`config.mk`:
```
export PLATFORM = sky130hd
export DESIGN_NAME = btb_branch_predictor
export DESIGN_NICKNAME = d
export VERILOG_FILES = /design/src/rtl/btb_pkg.sv /design/src/rtl/btb_sat_counter2.sv /design/src/rtl/btb_branch_predictor.sv
export SDC_FILE = /design/constraint.sdc
export NUM_CORES = 2
export LEC_CHECK = 0
export CAP_MARGIN = 40
export CORE_MARGIN = 2
export CORE_UTILIZATION = 30
export DETAILED_ROUTE_END_ITERATION = 8
export SETUP_SLACK_MARGIN = 0.1
export SLEW_MARGIN = 5
export SYNTH_ARGS = -nofsm -noshare
export SYNTH_HDL_FRONTEND = slang
export SYNTH_SLANG_ARGS = --single-unit
```
`constraint.sdc`:
```
create_clock -name i_clk -period 4.85 [get_ports i_clk]
set_clock_uncertainty 0.2 [all_clocks]
set_input_delay 0.97 -clock i_clk [delete_from_list [all_inputs] [get_ports i_clk]]
set_output_delay 0.97 -clock i_clk [all_outputs]
set_load 0.05 [all_outputs]
```
`src/rtl/btb_pkg.sv`:
```
// Branch target buffer shared definitions: 2-bit counter encodings and
// PC-to-index / PC-to-tag helpers used by the predictor table.
package btb_pkg;

   // Two-bit saturating counter states; bit 1 is the taken prediction
   localparam logic [1:0] CTR_SNT   = 2'b00;
   localparam logic [1:0] CTR_WNT   = 2'b01;
   localparam logic [1:0] CTR_WT    = 2'b10;
   localparam logic [1:0] CTR_ST    = 2'b11;
   localparam logic [1:0] CTR_RESET = CTR_WNT;
   localparam logic [1:0] CTR_ALLOC = CTR_WT;

   // Table index: word-aligned PC bits just above the byte offset
   function automatic logic [63:0] btb_index(input logic [63:0] pc, input int unsigned idx_w);
      btb_index = (pc >> 2) & ((64'd1 << idx_w) - 64'd1);
   endfunction

   // Tag: every PC bit above the index field
   function automatic logic [63:0] btb_tag(input logic [63:0] pc, input int unsigned idx_w);
      btb_tag = pc >> (idx_w + 32'd2);
   endfunction

endpackage

```
`src/rtl/btb_sat_counter2.sv`:
```
// Next-state function of a 2-bit saturating branch counter.
module btb_sat_counter2
   import btb_pkg::*;
(
   input  logic [1:0] i_ctr,
   input  logic       i_taken,
   output logic [1:0] o_ctr_next
);

   // Saturating increment on taken, saturating decrement on not-taken
   always_comb begin
      o_ctr_next = i_ctr;
      case (i_ctr)
         CTR_SNT: o_ctr_next = i_taken ? CTR_WNT : CTR_SNT;
         CTR_WNT: o_ctr_next = i_taken ? CTR_WT  : CTR_SNT;
         CTR_WT:  o_ctr_next = i_taken ? CTR_ST  : CTR_WNT;
         CTR_ST:  o_ctr_next = i_taken ? CTR_ST  : CTR_WT;
         default: o_ctr_next = CTR_RESET;
      endcase
   end

endmodule

```
`src/rtl/btb_branch_predictor.sv`:
```
// Direct-mapped branch target buffer with 2-bit counters.
// Fetch-side lookup is combinational; EX-side resolve produces the
// mispredict/flush/redirect and trains the table on the next edge.
// Optional build macro BTB_STATS_EN adds branch and mispredict counters.
module btb_branch_predictor
   import btb_pkg::*;
#(
   parameter int ENTRIES = 16,
   parameter int PC_W    = 32
) (
   input  logic            i_clk,
   input  logic            i_rst_n,
   input  logic            i_stall,
   input  logic [PC_W-1:0] i_if_pc,
   output logic            o_pred_taken,
   output logic [PC_W-1:0] o_pred_target,
   input  logic            i_ex_valid,
   input  logic            i_ex_is_branch,
   input  logic [PC_W-1:0] i_ex_pc,
   input  logic            i_ex_taken,
   input  logic [PC_W-1:0] i_ex_target,
   input  logic            i_ex_pred_taken,
   input  logic [PC_W-1:0] i_ex_pred_target,
   output logic            o_mispredict,
   output logic [PC_W-1:0] o_redirect_pc,
   output logic            o_flush
`ifdef BTB_STATS_EN
   ,
   output logic [31:0]     o_stat_branches,
   output logic [31:0]     o_stat_mispredicts
`endif
);

   localparam int IDX_W = $clog2(ENTRIES);
   localparam int TAG_W = PC_W - IDX_W - 2;
   localparam logic [PC_W-1:0] PC_INC = PC_W'(3'd4);

   logic [ENTRIES-1:0] r_valid;
   logic [TAG_W-1:0]   r_tag    [ENTRIES];
   logic [PC_W-1:0]    r_target [ENTRIES];
   logic [1:0]         r_ctr    [ENTRIES];

   logic [IDX_W-1:0]   w_if_idx;
   logic [TAG_W-1:0]   w_if_tag;
   logic               w_if_hit;
   logic [IDX_W-1:0]   w_ex_idx;
   logic [TAG_W-1:0]   w_ex_tag;
   logic               w_ex_hit;
   logic               w_upd_en;
   logic               w_mispredict;
   logic [1:0]         w_ctr_next;

   assign w_if_idx = IDX_W'(btb_index(64'(i_if_pc), IDX_W));
   assign w_if_tag = TAG_W'(btb_tag(64'(i_if_pc), IDX_W));
   assign w_ex_idx = IDX_W'(btb_index(64'(i_ex_pc), IDX_W));
   assign w_ex_tag = TAG_W'(btb_tag(64'(i_ex_pc), IDX_W));

   // Lookup reads the current table contents; no bypass from a same-cycle update
   assign w_if_hit      = r_valid[w_if_idx] & (r_tag[w_if_idx] == w_if_tag);
   assign o_pred_taken  = w_if_hit & r_ctr[w_if_idx][1];
   assign o_pred_target = o_pred_taken ? r_target[w_if_idx] : (i_if_pc + PC_INC);

   // Wrong direction, or right "taken" direction with the wrong target; held low in reset
   assign w_mispredict  = i_rst_n & i_ex_valid & i_ex_is_branch &
                          ((i_ex_pred_taken ^ i_ex_taken) |
                           (i_ex_taken & i_ex_pred_taken & (i_ex_pred_target != i_ex_target)));
   assign o_mispredict  = w_mispredict;
   assign o_flush       = w_mispredict;
   assign o_redirect_pc = i_ex_taken ? i_ex_target : (i_ex_pc + PC_INC);

   assign w_ex_hit = r_valid[w_ex_idx] & (r_tag[w_ex_idx] == w_ex_tag);
   assign w_upd_en = i_ex_valid & i_ex_is_branch & ~i_stall;

   btb_sat_counter2 u_ctr_upd (
      .i_ctr      (r_ctr[w_ex_idx]),
      .i_taken    (i_ex_taken),
      .o_ctr_next (w_ctr_next)
   );

   // Table training: counter/target update on hit, allocation on a taken miss
   always_ff @(posedge i_clk or negedge i_rst_n) begin
      if (!i_rst_n) begin
         r_valid <= '0;
         for (int i = 0; i < ENTRIES; i++) begin
            r_tag[i]    <= '0;
            r_target[i] <= '0;
            r_ctr[i]    <= CTR_RESET;
         end
      end else if (w_upd_en) begin
         if (w_ex_hit) begin
            r_ctr[w_ex_idx] <= w_ctr_next;
            if (i_ex_taken) begin
               r_target[w_ex_idx] <= i_ex_target;
            end
         end else if (i_ex_taken) begin
            r_valid[w_ex_idx]  <= 1'b1;
            r_tag[w_ex_idx]    <= w_ex_tag;
            r_target[w_ex_idx] <= i_ex_target;
            r_ctr[w_ex_idx]    <= CTR_ALLOC;
         end
      end
   end

`ifdef BTB_STATS_EN
   logic [31:0] r_stat_branches;
   logic [31:0] r_stat_mispredicts;

   // Free-running wrap-around counts of trained branches and their mispredicts
   always_ff @(posedge i_clk or negedge i_rst_n) begin
      if (!i_rst_n) begin
         r_stat_branches    <= 32'd0;
         r_stat_mispredicts <= 32'd0;
      end else if (w_upd_en) begin
         r_stat_branches <= r_stat_branches + 32'd1;
         if (w_mispredict) begin
            r_stat_mispredicts <= r_stat_mispredicts + 32'd1;
         end
      end
   end

   assign o_stat_branches    = r_stat_branches;
   assign o_stat_mispredicts = r_stat_mispredicts;
`endif

endmodule

```
### After elaboration in Yosys (flattened, before gate mapping)

Cells that the tools add are included.

* add/sub/neg operators: 2
* order comparisons: 6
* equality and inequality tests: 6
* mux-type cells: 39
* bitwise logic cells: 20
* reduce and logical (&&, ||, !) cells: 7

Operator list (count)
* bitwise mux 512 bit: 1
* bitwise mux 416 bit: 1
* 2-to-1 mux 32 bit: 7
* binary-select mux 26 bit (select 4 bit): 2
* 2-to-1 mux 26 bit: 5
* binary-select mux 32 bit (select 4 bit): 1
* demux 32 bit (select 4 bit): 1
* demux 26 bit (select 4 bit): 1
* adder 32 x 3 -> 32 bit (second input constant): 2
* equality test 26 bit: 2
* bitwise mux 32 bit: 1
* inequality test 32 bit: 1
* OR 16 bit: 2
* bitwise AND 16 bit: 1
* binary-select mux 2 bit (select 4 bit): 2
* inverter 16 bit: 1
* 2-to-1 mux 2 bit: 7
* bitwise AND 1 bit: 10
* greater-or-equal comparator 5 bit (second input constant): 2
* less-than comparator 4 x 5 -> 1 bit (second input constant): 2
* inverter 4 -> 5 bit: 2
* binary-select mux 1 bit (select 4 bit): 2
* demux 2 bit (select 4 bit): 1
* case mux 2 bit (4 select lines): 1
* other kinds (14): 22

* register bits after elaboration: 976
* input bits: 135
* output and inout port bits: 67
* logic and storage cells: 129

### Longest topological paths before layout

* depth in word-level cells: 9
* gate-level depth with buffers: 16
* mapped depth without buffers: 9

### Cells and area by module

From an unflattened synthesis, not the netlist that was laid out.

* cell total of the unflattened synthesis: 3469
* area total of the unflattened synthesis: 51416.8 um2

By module, submodules not included
* btb_branch_predictor: times used 1, cells each 3466, area an instance 51390.5 um2, seq. area each 24443.4 um2
* btb_sat_counter2: times used 1, cells each 3, area an instance 26.3 um2, seq. area each 0.0 um2

### Worst setup path after synthesis

Ideal clock, no wire load.

* path type: input -> output
* start: input port i_ex_pc[2]
* end: output port o_redirect_pc[29]
* arrival time: 4.405 ns
* data required time: 3.680 ns
* slack: -0.725 ns
* stages: 14
* buffers on the path: 6
* cell sequence: buf_6 > buf_6 > buf_4 > buf_6 > buf_4 > buf_6 > nand4_1 > nor4_1 > nor2b_1 > nand2_1 > nor2_1 > nand3_1 > xor2_1 > o21ai_0

* longest elaborated chain between the ends: 2

RTL lines
* from (decl): line btb_branch_predictor.sv:19 `input logic [PC_W-1:0] i_ex_pc,`
* adder 32 x 3 -> 32 bit: line btb_branch_predictor.sv:69 `assign o_redirect_pc = i_ex_taken ? i_ex_target : (i_ex_pc + PC_INC);`
* 2-to-1 mux 32 bit: line btb_branch_predictor.sv:69
* to (decl): line btb_branch_predictor.sv:25 `output logic [PC_W-1:0] o_redirect_pc,`

No other way between the ends.

### Final worst setup path

* start: input port i_if_pc[3]
* end: output port o_pred_target[16]

* longest elaborated chain between the ends: 8
* elaborated cells on any way between the ends: 17
* classes of those cells: add/sub (1); eq/ne (1); mux (12); bitwise (3)

RTL lines
* from (decl): line btb_branch_predictor.sv:14 `input logic [PC_W-1:0] i_if_pc,`
* inverter 4 -> 5 bit (not written as such): line btb_branch_predictor.sv:59, btb_branch_predictor.sv:60, btb_branch_predictor.sv:61
* binary-select mux 26 bit (select 4 bit): line btb_branch_predictor.sv:59 `assign w_if_hit = r_valid[w_if_idx] & (r_tag[w_if_idx] == w_if_tag);`
* 2-to-1 mux 26 bit (not written as such) (2 in a row): line btb_branch_predictor.sv:59
* equality test 26 bit: line btb_branch_predictor.sv:59
* bitwise AND 1 bit: line btb_branch_predictor.sv:59
* bitwise AND 1 bit: line btb_branch_predictor.sv:60 `assign o_pred_taken = w_if_hit & r_ctr[w_if_idx][1];`
* 2-to-1 mux 32 bit *: line btb_branch_predictor.sv:61 `assign o_pred_target = o_pred_taken ? r_target[w_if_idx] : (i_if_pc + PC_INC);`
* to (decl): line btb_branch_predictor.sv:16 `output logic [PC_W-1:0] o_pred_target,`

Mark *: on every way between the ends. The rest lies on a longest branch, timed or not. The select of a mux whose other input is x is not followed.

==> flow_metrics.py <==
metrics = {
    "status": {
        "outcome": "finished, violations left",
        "violations": "negative setup slack",
    },
    "critical_path": {
        "start_kind": "input pin",
        "crit_buf_inv": 9,
        "crit_family": "buffers and inverters",
        "worstPathRequired_ns": 3.68,
        "path_cells": "bufbuf_16 -> clkbuf_16 -> buf_4 -> buf_4 -> nand3_1 -> o21ai_1 -> mux4_2 -> o211ai_1 -> o21ai_1 -> buf_4 -> o2111ai_1 -> and4bb_4 -> buf_12 -> buf_12 -> buf_16 -> mux2_4 -> buf_12",
        "slowest_stage": "mux4_2",
        "slowest_delay_ns": 0.57,
        "regToRegStartpoint": "r_tag[188]",
        "ff2ff_setup_slack_ns": 0.79,
        "ff2ff_path_depth": 12,
        "timing.rr.end": "r_tag[178]",
        "path_max_fanout": 8,
        "end_kind": "output pin",
        "worstPathArrival_ns": 4.18,
        "worst-setup-path-type": "input pin to output pin",
    },
    "synth": {
        "ys_async_sr_fraction_pct": 100,
        "synth-seq-cells": 976,
        "synth_top_area_share_pct": 46.3,
        "netlist_instances": 3545,
        "avgSynthCellArea_um2": 14.6,
        "yosysSeqAreaShare_pct": 47.1,
        "synthFlopType": "dfrtp_1",
        "synthesis.nets": 3686,
        "synth_enable_flop_cells": 0,
        "netlist_area_um2": 51900,
        "synth_cell_types": 78,
        "yosys-top-cells-count": "960 x dfrtp_1, 869 x mux2_2, 374 x mux4_2",
        "ys_top_cells_by_area": "dfrtp_1 46%, mux2_2 19%, mux4_2 16%, mux2_4 3.3%, mux2i_1 1.6%",
        "yosys.area.top_type": "dfrtp_1",
        "synth.most_common_cell": "dfrtp_1",
        "ys_warn_count": 0,
    },
    "power": {
        "power_density_nw_per_um2": 324,
        "p_leak_nw": 29.1,
        "ir_drop_mv": 0.287,
    },
    "min_path": {
        "hold_end": "r_ctr[16]",
        "hp-start": "r_ctr[16]",
        "whs_path_depth": 2,
        "hp-class": "register to register",
    },
    "cts": {
        "cts_tree": "built",
        "cts_buffers": 107,
        "h-tree-depth": 3,
        "clk_latency_ns": 0.75,
        "clk_pin_slew_worst_paths_ns": 0.06,
        "max-clock-path-buffers": 3,
        "cts_sinks": 976,
        "cts_root_buf": "clkbuf_16",
    },
    "place": {
        "dp_hpwl_mm": 128,
        "pre_cts_slack_ns": -0.608,
        "gp_routability_congestion": 0.956,
        "port_buffers": 201,
    },
    "sta": {
        "worstMarginPinSlew_ns": 0.894,
        "hold_viol": 0,
        "drv_slew": 0,
        "hold_ws_ns": 0.280,
        "period_share_pct": 110,
        "min_period_ns": 5.35,
        "maxSlewHeadroom_pct": 40.4,
        "timing.fmax_mhz": 187,
        "rsz0062_at_grt": "yes",
        "worst_slack_ns": -0.495,
        "setup_violations": 32,
    },
    "layout": {
        "nNetsFinal": 4117,
        "syn_to_final_growth_pct": 25.2,
        "drive_gt1_share_pct": 54.4,
        "fill_cells": 16100,
        "regArea_um2": 24400,
        "multi_input_area_um2": 26200,
    },
    "drt": {
        "routedWlPerCell_um": 29.1,
        "firstDrtPassIters": 5,
        "drtIter0Drc": 2873,
        "vias_per_cell": 5.43,
        "vias": 34600,
        "ant_nets": 0,
        "drc": 0,
        "drt_wl_total_mm": 186,
    },
    "floorplanning": {
        "start_util_pct": 30.2,
        "core_um2": 172000,
        "fp.dieArea_um2": 176000,
        "die_h_um": 420,
        "pin_count": 202,
        "rows": 152,
        "die_width_um": 420,
    },
    "run": {
        "max_cap_viol_count": 0,
    },
    "global_routing": {
        "grt_max_degree": 164,
        "grt_util_all_layers_pct": 21.0,
        "grt_pass1_vias": 35600,
        "grt_pass1_wl_mm": 267,
        "overflow": 0,
        "antenna_found_initial": 3,
    },
}
worst max path at each step:
stage	from	to	slack, ns	cells past startpoint
2_1_floorplan	i_ex_pc[2]	o_redirect_pc[29]	0.006	14
4_1_cts	i_if_pc[2]	o_pred_target[16]	-0.44	13
3_5_place_dp	i_if_pc[2]	o_pred_target[0]	-0.61	16
3_3_place_gp	i_if_pc[2]	o_pred_target[0]	-0.64	16
5_1_grt	i_if_pc[2]	o_pred_target[20]	-0.56	15
6_report	i_if_pc[3]	o_pred_target[16]	-0.50	17
area by class of cell:
| type | instances | area share, % |
|---|---|---|
| antenna | 2 | 0.00770 |
| clock inverter | 27 | 0.635 |
| clock buffer | 168 | 4.84 |
| tap | 2310 | 4.44 |
| sequential | 976 | 37.6 |
| multi-input combinational | 2173 | 40.2 |
| inverter | 30 | 0.175 |
| timing repair buffer | 688 | 12.1 |
repair_timing:
| item | 4_1_cts | 5_1_grt |
|---|---|---|
| hold buffers | 1 | 0 |
| gates resized for setup | 73 | 32 |
| cloned | 8 | 3 |
| buffers inserted | 11 | 5 |
| endpoints found under the setup margin | 44 | 41 |
| endpoints found under the hold margin | 24 | 0 |
| pin swaps | 11 | 13 |
sequential cells by signal, summed over array words and instances (netlist names):
signal / count
r_target: 512
r_tag: 416
r_ctr: 32
r_valid: 16
placed cells by master, fill, tap and decap left out, types with 10 or more instances in the layout:
master,synthesis,final
mux4_2,374,374
and2_1,19,19
a21oi_4,6,13
nand2b_1,13,12
buf_12,1,152
mux2_2,869,838
clkbuf_1,202,37
nand2_1,116,110
and3_1,32,19
nor3_1,13,12
o22ai_1,23,20
a31oi_1,39,38
buf_4,26,371
nor2b_1,12,10
buf_6,26,10
a21oi_1,16,16
and3_2,0,10
o21ai_0,50,26
dfstp_2,16,16
clkdlybuf4s50_1,0,122
a311oi_1,19,19
xnor2_1,95,89
a22o_1,12,12
clkbuf_16,0,110
dfrtp_1,960,960
mux2i_1,85,80
nor2_1,39,34
nand4_1,27,27
buf_16,0,11
inv_1,26,26
clkbuf_8,0,24
clkinv_2,0,13
o21ai_1,0,14
mux2_4,114,146
a31o_2,14,14
nand3_1,30,29
xor2_1,26,24
where the power goes:
part           leakage, nW  internal [mW]  switching [mW]  total [mW]
Clock                 1.73           4.78            3.50        8.29
Combinational         14.1           1.85            1.68        3.53
Sequential            13.2           8.82           0.454        9.28
worst reg2reg max path: stages, from the launching register on:
cell and delay (ns):
dfrtp_1 0.40, mux4_2 0.47, mux2i_1 0.24, buf_4 0.17, xnor2_1 0.05, or4b_1 0.64
a211oi_1 0.28, buf_4 0.17, nand4_1 0.19, buf_4 0.24, o21bai_4 0.21, buf_12 0.26
mux2_2 0.40
through the flow:
stage	utilization, %	std cells	total power, mW	area (µm²)	TNS (ns)
finish	37.9	6374	21.1	65000	-13.60
global route	37.9	6373	21.9	65000	-15.64
CTS	37.7	6365	21.2	64800	-12.35
detailed placement	35.3	6150	12.8	60600	-19.02
global placement	35.3	6150	12.8	60600	-25.74
floorplan	-	3545	11.3	52300	0
routing by layer:
| layer | global-route usage, % | wire (µm) | vias up |
|---|---|---|---|
| li1 | - | - | 14300 |
| met1 | 27.4 | 76200 | 18700 |
| met2 | 34.0 | 89000 | 1316 |
| met3 | 3.27 | 11000 | 301 |
| met4 | 9.94 | 9630 | 2 |
| met5 | 0 | 13 | - |
logic make-up after synthesis:
kind of cell,Yosys count,share of synthesized area [%]
xor gates and xnor gates,121,2.04
buffers and inverters,396,3.67
AOI/OAI and AO/OA,252,3.54
muxes,1443,40.0
DFF,976,47.1
and+or+nand+nor,349,3.47
adders and majority gates,8,0.183
Note: power is estimated with default switching activity, not from simulation.
